<file path="src/rtl/target_round_scheduler.sv">
// target_round_scheduler: two-slot shooting-game sequencer (pick, arm, hit/timeout, score).
// Build option COMBO_BONUS_EN: 8-bit hit streak adding 5 bonus points on each multiple of 5.
module target_round_scheduler #(
   parameter int NUM_TARGETS    = 10,
   parameter int TARGET_TIMEOUT = 50000000,
   parameter int GAME_CYCLES    = 1500000000,
   parameter int HIT_POINTS     = 1
) (
   input  logic                   clock,
   input  logic                   reset,
   input  logic                   start_game,
   input  logic [3:0]             rand_num,
   input  logic [NUM_TARGETS-1:0] photo_array,
   output logic [3:0]             target_a,
   output logic [3:0]             target_b,
   output logic [31:0]            score,
   output logic [15:0]            misses,
   output logic                   game_active,
   output logic                   game_over,
   output logic                   hit_pulse_a,
   output logic                   hit_pulse_b
);

   typedef enum logic [1:0] {G_IDLE, G_RUN, G_OVER} game_state_t;
   typedef enum logic {S_PICK, S_ARMED} slot_state_t;

   localparam int            TW        = $clog2(TARGET_TIMEOUT + 1);
   localparam logic [TW-1:0] TMO_LAST  = TW'(TARGET_TIMEOUT - 1);
   localparam logic [31:0]   GAME_LAST = 32'(GAME_CYCLES - 1);
   localparam logic [3:0]    NONE      = 4'hF;

   function automatic logic [15:0] sat_add_misses(input logic [15:0] base, input logic [1:0] inc);
      logic [16:0] sum;
      sum = {1'b0, base} + {15'd0, inc};
      return sum[16] ? 16'hFFFF : sum[15:0];
   endfunction

   game_state_t             game_state, game_state_n;
   slot_state_t             slot_a, slot_a_n, slot_b, slot_b_n;
   logic [3:0]              cur_a, cur_a_n, cur_b, cur_b_n;
   logic [3:0]              prev_a, prev_a_n, prev_b, prev_b_n;
   logic [TW-1:0]           age_a, age_a_n, age_b, age_b_n;
   logic [31:0]             game_cnt, game_cnt_n;
   logic [31:0]             score_n, add_pts;
   logic [15:0]             misses_n;
   logic [NUM_TARGETS-1:0]  photo_s1, photo_s2;
   logic [15:0]             photo_pad;
   logic [1:0]              nhits;
   logic                    run, start_clr, rand_ok;
   logic [3:0]              tgt_a, tgt_b;
   logic                    acc_a, acc_b, hit_a, hit_b, tmo_a, tmo_b;

`ifdef COMBO_BONUS_EN
   logic [7:0] streak, streak_n, streak_up;

   function automatic logic combo_bonus(input logic [7:0] streak_new, input logic [1:0] hits);
      logic [7:0] one_back;
      one_back = streak_new - 8'd1;
      return (hits != 2'd0 && (streak_new % 8'd5) == 8'd0) ||
             (hits == 2'd2 && (one_back % 8'd5) == 8'd0);
   endfunction
`endif

   // Hit indexing uses a 16-bit view so an index of 4'hF can never select past the array
   assign photo_pad = 16'(photo_s2);

   always_comb begin
      run       = (game_state == G_RUN);
      start_clr = (game_state != G_RUN) && start_game;
      tgt_a     = (run && slot_a == S_ARMED) ? cur_a : NONE;
      tgt_b     = (run && slot_b == S_ARMED) ? cur_b : NONE;
      rand_ok   = ({28'd0, rand_num} < 32'(NUM_TARGETS));
      acc_a     = run && slot_a == S_PICK && rand_ok && rand_num != tgt_b && rand_num != prev_a;
      acc_b     = run && slot_b == S_PICK && rand_ok && rand_num != tgt_a && rand_num != prev_b && !acc_a;
      hit_a     = run && slot_a == S_ARMED && photo_pad[cur_a];
      hit_b     = run && slot_b == S_ARMED && photo_pad[cur_b];
      tmo_a     = run && slot_a == S_ARMED && !hit_a && age_a == TMO_LAST;
      tmo_b     = run && slot_b == S_ARMED && !hit_b && age_b == TMO_LAST;
      nhits     = {1'b0, hit_a} + {1'b0, hit_b};
      add_pts   = '0;
      if (hit_a) add_pts = add_pts + 32'(HIT_POINTS);
      if (hit_b) add_pts = add_pts + 32'(HIT_POINTS);
`ifdef COMBO_BONUS_EN
      streak_up = streak + {6'd0, nhits};
      streak_n  = streak;
      if (combo_bonus(streak_up, nhits)) add_pts = add_pts + 32'd5;
      if (start_clr)              streak_n = '0;
      else if (run)               streak_n = (tmo_a || tmo_b) ? 8'd0 : streak_up;
`endif

      game_state_n = game_state;
      game_cnt_n   = game_cnt;
      score_n      = score;
      misses_n     = misses;
      slot_a_n     = slot_a;
      slot_b_n     = slot_b;
      cur_a_n      = cur_a;
      cur_b_n      = cur_b;
      prev_a_n     = prev_a;
      prev_b_n     = prev_b;
      age_a_n      = age_a;
      age_b_n      = age_b;

      case (game_state)
         G_IDLE, G_OVER: if (start_game) game_state_n = G_RUN;
         G_RUN:          if (game_cnt == GAME_LAST) game_state_n = G_OVER;
         default:        game_state_n = G_IDLE;
      endcase

      if (start_clr) begin
         game_cnt_n = '0;
         score_n    = '0;
         misses_n   = '0;
         slot_a_n   = S_PICK;
         slot_b_n   = S_PICK;
         cur_a_n    = NONE;
         cur_b_n    = NONE;
         prev_a_n   = NONE;
         prev_b_n   = NONE;
         age_a_n    = '0;
         age_b_n    = '0;
      end else if (run) begin
         game_cnt_n = game_cnt + 32'd1;
         score_n    = score + add_pts;
         misses_n   = sat_add_misses(misses, {1'b0, tmo_a} + {1'b0, tmo_b});
         if (acc_a) begin
            slot_a_n = S_ARMED;
            cur_a_n  = rand_num;
            age_a_n  = '0;
         end else if (slot_a == S_ARMED) begin
            if (hit_a || tmo_a) begin
               slot_a_n = S_PICK;
               prev_a_n = cur_a;
            end else begin
               age_a_n = age_a + TW'(1);
            end
         end
         if (acc_b) begin
            slot_b_n = S_ARMED;
            cur_b_n  = rand_num;
            age_b_n  = '0;
         end else if (slot_b == S_ARMED) begin
            if (hit_b || tmo_b) begin
               slot_b_n = S_PICK;
               prev_b_n = cur_b;
            end else begin
               age_b_n = age_b + TW'(1);
            end
         end
      end
   end

   // State, score and synchronizer registers
   always_ff @(posedge clock) begin
      if (reset) begin
         game_state  <= G_IDLE;
         game_cnt    <= '0;
         score       <= '0;
         misses      <= '0;
         slot_a      <= S_PICK;
         slot_b      <= S_PICK;
         cur_a       <= NONE;
         cur_b       <= NONE;
         prev_a      <= NONE;
         prev_b      <= NONE;
         age_a       <= '0;
         age_b       <= '0;
         hit_pulse_a <= 1'b0;
         hit_pulse_b <= 1'b0;
         photo_s1    <= '0;
         photo_s2    <= '0;
`ifdef COMBO_BONUS_EN
         streak      <= '0;
`endif
      end else begin
         game_state  <= game_state_n;
         game_cnt    <= game_cnt_n;
         score       <= score_n;
         misses      <= misses_n;
         slot_a      <= slot_a_n;
         slot_b      <= slot_b_n;
         cur_a       <= cur_a_n;
         cur_b       <= cur_b_n;
         prev_a      <= prev_a_n;
         prev_b      <= prev_b_n;
         age_a       <= age_a_n;
         age_b       <= age_b_n;
         hit_pulse_a <= hit_a;
         hit_pulse_b <= hit_b;
         photo_s1    <= photo_array;
         photo_s2    <= photo_s1;
`ifdef COMBO_BONUS_EN
         streak      <= streak_n;
`endif
      end
   end

   assign target_a    = tgt_a;
   assign target_b    = tgt_b;
   assign game_active = run;
   assign game_over   = (game_state == G_OVER);

endmodule

</file>
<file path="config.mk">
export PLATFORM = sky130hd
export DESIGN_NAME = target_round_scheduler
export DESIGN_NICKNAME = d
export VERILOG_FILES = /design/src/rtl/target_round_scheduler.sv
export SDC_FILE = /design/constraint.sdc
export NUM_CORES = 1
export LEC_CHECK = 0
export BUFFER_PORTS_ARGS = -buffer_cell sky130_fd_sc_hd__buf_4
export CAP_MARGIN = 20
export CORE_ASPECT_RATIO = 0.7
export CORE_MARGIN = 2
export CORE_UTILIZATION = 64
export CTS_BUF_LIST = sky130_fd_sc_hd__clkbuf_4 sky130_fd_sc_hd__clkbuf_8 sky130_fd_sc_hd__clkbuf_16
export CTS_CLUSTER_DIAMETER = 120
export DETAILED_ROUTE_END_ITERATION = 8
export PLACE_DENSITY = 0.84
export SLEW_MARGIN = 20
export SYNTH_ARGS = -nofsm -noshare
export SYNTH_HDL_FRONTEND = slang
export SYNTH_SLANG_ARGS = --single-unit
</file>
<file path="constraint.sdc">
create_clock -name clock -period 7.4 [get_ports clock]
set_clock_uncertainty 0.2 [all_clocks]
set_input_delay 1.11 -clock clock [delete_from_list [all_inputs] [get_ports clock]]
set_output_delay 1.11 -clock clock [all_outputs]
set_load 0.01 [all_outputs]
</file>
==> results.cfg <==
[outcome]
status = finished, final reports clean

[clock_tree]
htreeDepth = 4
numCtsBuffers = 17
postCtsResizedCells = 0
clk_latency_ns = 0.43
cts_buffer_depth = 2
postCtsHoldBufs = 0
cts_sinks = 174
post_cts_buffers = 0
clockRootBuffer = clkbuf_16
cts.clk_slew.worst_paths_ns = 0.08
cts_tree = yes

[routing]
drc_errors = 0
first_pass_iters = 5
via_per_inst = 5.927
post_drt_wl_per_cell_um = 15.63
dr_total_vias = 7071
ant_nets = 0
wirelength_um = 18650
drt_iter0_drc = 622

[sta]
finalCritPeriodShare_pct = 66.23
fin_tns_setup_ns = 0
slew_headroom_pct = 30.07
min_period_ns = 4.901
setup_viol_count_final = 0
worstMarginPinSlew_ns = 1.040
clock.fmax_mhz = 204.0
rsz0062_at_grt = false
final-hold-violation-count = 0
drv_slew = 0

[power]
pwr-share-clk_pct = 47.4
vdd_drop_max_v = 0.0001726
p_int_mw = 1.491
power.switching_mw = 0.4830
p_comb_share_pct = 4.2
swShare_pct = 24.47
pwr-share-seq_pct = 48.4
power_density_mw_per_mm2 = 209.4
total_leakage_power_nw = 3.372

[logic_synthesis]
syn_area_per_cell_um2 = 8.513
synthFlopType = dfxtp_1
synthXorXnorAreaFrac_pct = 11.26
synth_mux_area_share_pct = 1.839
syn_nets = 985
netlist_area_mm2 = 0.008164
synth-adder-area-share_pct = 1.563
async_flop_share_pct = 0
yosysSeqAreaShare_pct = 42.67
synth_edf_count = 0
synth_seq_cells = 174
yosysWarnings = 0
synthSimpleGateAreaFrac_pct = 30.31
synth_top_family_by_area = simple AND/OR/NAND/NOR gates
synth-compound-area-share_pct = 9.180
synth_cell_type_count = 60
syn_inst = 959

[min_path]
min_from = photo_s1[0]$_SDFF_PP0_
hp-class = reg2reg
hold_path_end = photo_s2[0]$_SDFF_PP0_
holdPathStages = 1

[setup_path]
critPathKind = reg2reg
r2r-start = cur_b[1]$_SDFFE_PP1P_
r2r_slack_ns = 2.50
critPathMaxFanout = 28
ff2ff_path_depth = 14
critPathRequiredTime_ns = 7.55
endpoint_kind = flop
arrival_ns = 5.05
startpoint_type = flop
worst_r2r_endpoint = score[24]$_SDFFE_PP0N_

[layout]
final_cell_mix = dfxtp_1 (174), nor2_1 (125), buf_4 (81), nand2_1 (65)
fin_nets = 1044
drive_gt1_share_pct = 13.97
final_cells = 1193
fin_area_mm2 = 0.009427
layout_commonest_cell = dfxtp_1
n_antenna_cell = 0
area_growth_pct = 15.46

[global_routing]
grt_pass1_vias = 6464
grt_overflow = 0
grt_max_degree = 77
antenna_found_initial = 0
track_usage_pct = 27.63
grt_first_pass_wirelength_um = 31460

[floorplanning]
rows = 34
die_w_um = 139.0
dieArea_mm2 = 0.01369
ios = 77
die_h_um = 98.50
core_mm2 = 0.01242
initial_utilization_pct = 65.72

[placed_design]
place_hpwl_um = 12380
dp_cells = 1161
place_congestion = 0.9383
place.port_buffers = 76
placed_area_mm2 = 0.008807

[run]
maxCapViolCount = 0
-- critical path, stage by stage (launching register included) --
cell and delay (ns):
dfxtp_1 0.47, mux4_2 0.53, nand2b_1 0.16, o211a_1 0.43, nor2_1 0.28, nor2_1 0.07, ha_1 0.28, ha_1 0.16
inv_1 0.06, fa_1 0.35, nor3b_1 0.44, and4_1 0.43, nand4_1 0.35, or3_1 0.43, a21oi_1 0.17
-- synth_stat cells (3+ instances only) --
library cell / instances / area, um2
and2_1: 7 / 43.79
or4_1: 9 / 67.56
clkbuf_1: 29 / 108.9
buf_2: 9 / 45.04
ha_1: 7 / 87.58
inv_1: 22 / 82.58
nor4_1: 15 / 93.84
nand2_1: 65 / 244.0
nor4b_1: 6 / 52.55
a31oi_1: 8 / 50.05
o21ai_1: 3 / 15.01
nand4_1: 36 / 225.2
and4bb_2: 4 / 50.05
o21a_1: 3 / 22.52
nand3_1: 61 / 305.3
nand2b_1: 5 / 31.28
and4_1: 10 / 87.58
o21ai_0: 38 / 190.2
xor2_1: 61 / 534.3
mux2_2: 3 / 33.78
nor2b_1: 23 / 143.9
nor2_1: 125 / 469.2
o211ai_1: 5 / 37.54
or2_2: 9 / 56.30
o31ai_1: 8 / 60.06
mux2i_1: 6 / 60.06
and3_1: 27 / 168.9
dfxtp_1: 174 / 3483
a21oi_1: 48 / 240.2
or3_1: 19 / 118.9
nor3_1: 31 / 155.2
xnor2_1: 44 / 385.4
nand3b_1: 3 / 22.52
-- layout make-up --
type | instances | area, um2
repair buffers | 81 | 608.1
well taps | 162 | 202.7
flip-flops and latches | 174 | 3483
inverters | 23 | 86.33
clock inverters | 15 | 193.9
clock buffers | 17 | 425.4
multi-input cells | 721 | 4427
fillers | 913 | 2995
-- stage by stage --
step	total power, mW	setup WS (ns)	hold WS [ns]	utilization, %
CTS	1.982	2.507	0.2399	75.89
global route	2.030	2.160	0.2624	75.89
finish	1.974	2.499	0.2366	75.89
floorplan	1.031	3.185	0.2138	-
detailed placement	1.058	2.584	0.2228	70.90
global placement	1.056	2.779	0.2212	70.90
-- power groups by stage --
| stage | clock, mW | combinational (mW) | sequential, mW |
|---|---|---|---|
| after CTS | 0.945 | 0.0815 | 0.955 |
| after detailed placement | 0 | 0.0810 | 0.977 |
| after floorplan | 0 | 0.0592 | 0.972 |
| after global routing | 0.983 | 0.0899 | 0.957 |
| final | 0.936 | 0.0821 | 0.956 |
| after global placement | 0 | 0.0797 | 0.976 |
-- worst max path at each step --
stage | slack (ns) | end | from
4_1_cts | 2.51 | score[24]$_SDFFE_PP0N_ | cur_b[1]$_SDFFE_PP1P_
2_1_floorplan | 3.19 | score[22]$_SDFFE_PP0N_ | cur_b[1]$_SDFFE_PP1P_
3_3_place_gp | 2.78 | score[28]$_SDFFE_PP0N_ | cur_b[1]$_SDFFE_PP1P_
6_report | 2.50 | score[24]$_SDFFE_PP0N_ | cur_b[1]$_SDFFE_PP1P_
3_5_place_dp | 2.58 | score[24]$_SDFFE_PP0N_ | cur_b[1]$_SDFFE_PP1P_
5_1_grt | 2.16 | score[24]$_SDFFE_PP0N_ | cur_b[1]$_SDFFE_PP1P_
-- flip-flops by register name, indices dropped and copies added (netlist names) --
| register | cells |
|---|---|
| age_a | 26 |
| age_b | 26 |
| cur_a | 4 |
| cur_b | 4 |
| game_cnt | 32 |
| game_state | 2 |
| hit_pulse_a | 1 |
| hit_pulse_b | 1 |
| misses | 16 |
| photo_s1 | 10 |
| photo_s2 | 10 |
| prev_a | 4 |
| prev_b | 4 |
| score | 32 |
| slot_a | 1 |
| slot_b | 1 |
-- layer usage --
layer	vias up	global-route usage [%]	part of all wire [%]
li1	3493	-	-
met1	3296	38.66	48
met2	249	42.06	43
met3	33	8.260	8.0
met4	0	7.382	1.6
met5	-	0	0
-- cell families (layout without fill, tap and decap cells) --
kind of cell,after synthesis,after routing
AND/OR/NAND/NOR,469,469
buffers and inverters,64,136
AO/OA/AOI/OAI,126,126
XOR/XNOR,105,105
flip-flops,174,174
multiplexers,12,12
adder cells (fa/ha/maj),9,9
No activity file was read; power rests on OpenSTA's default activity.
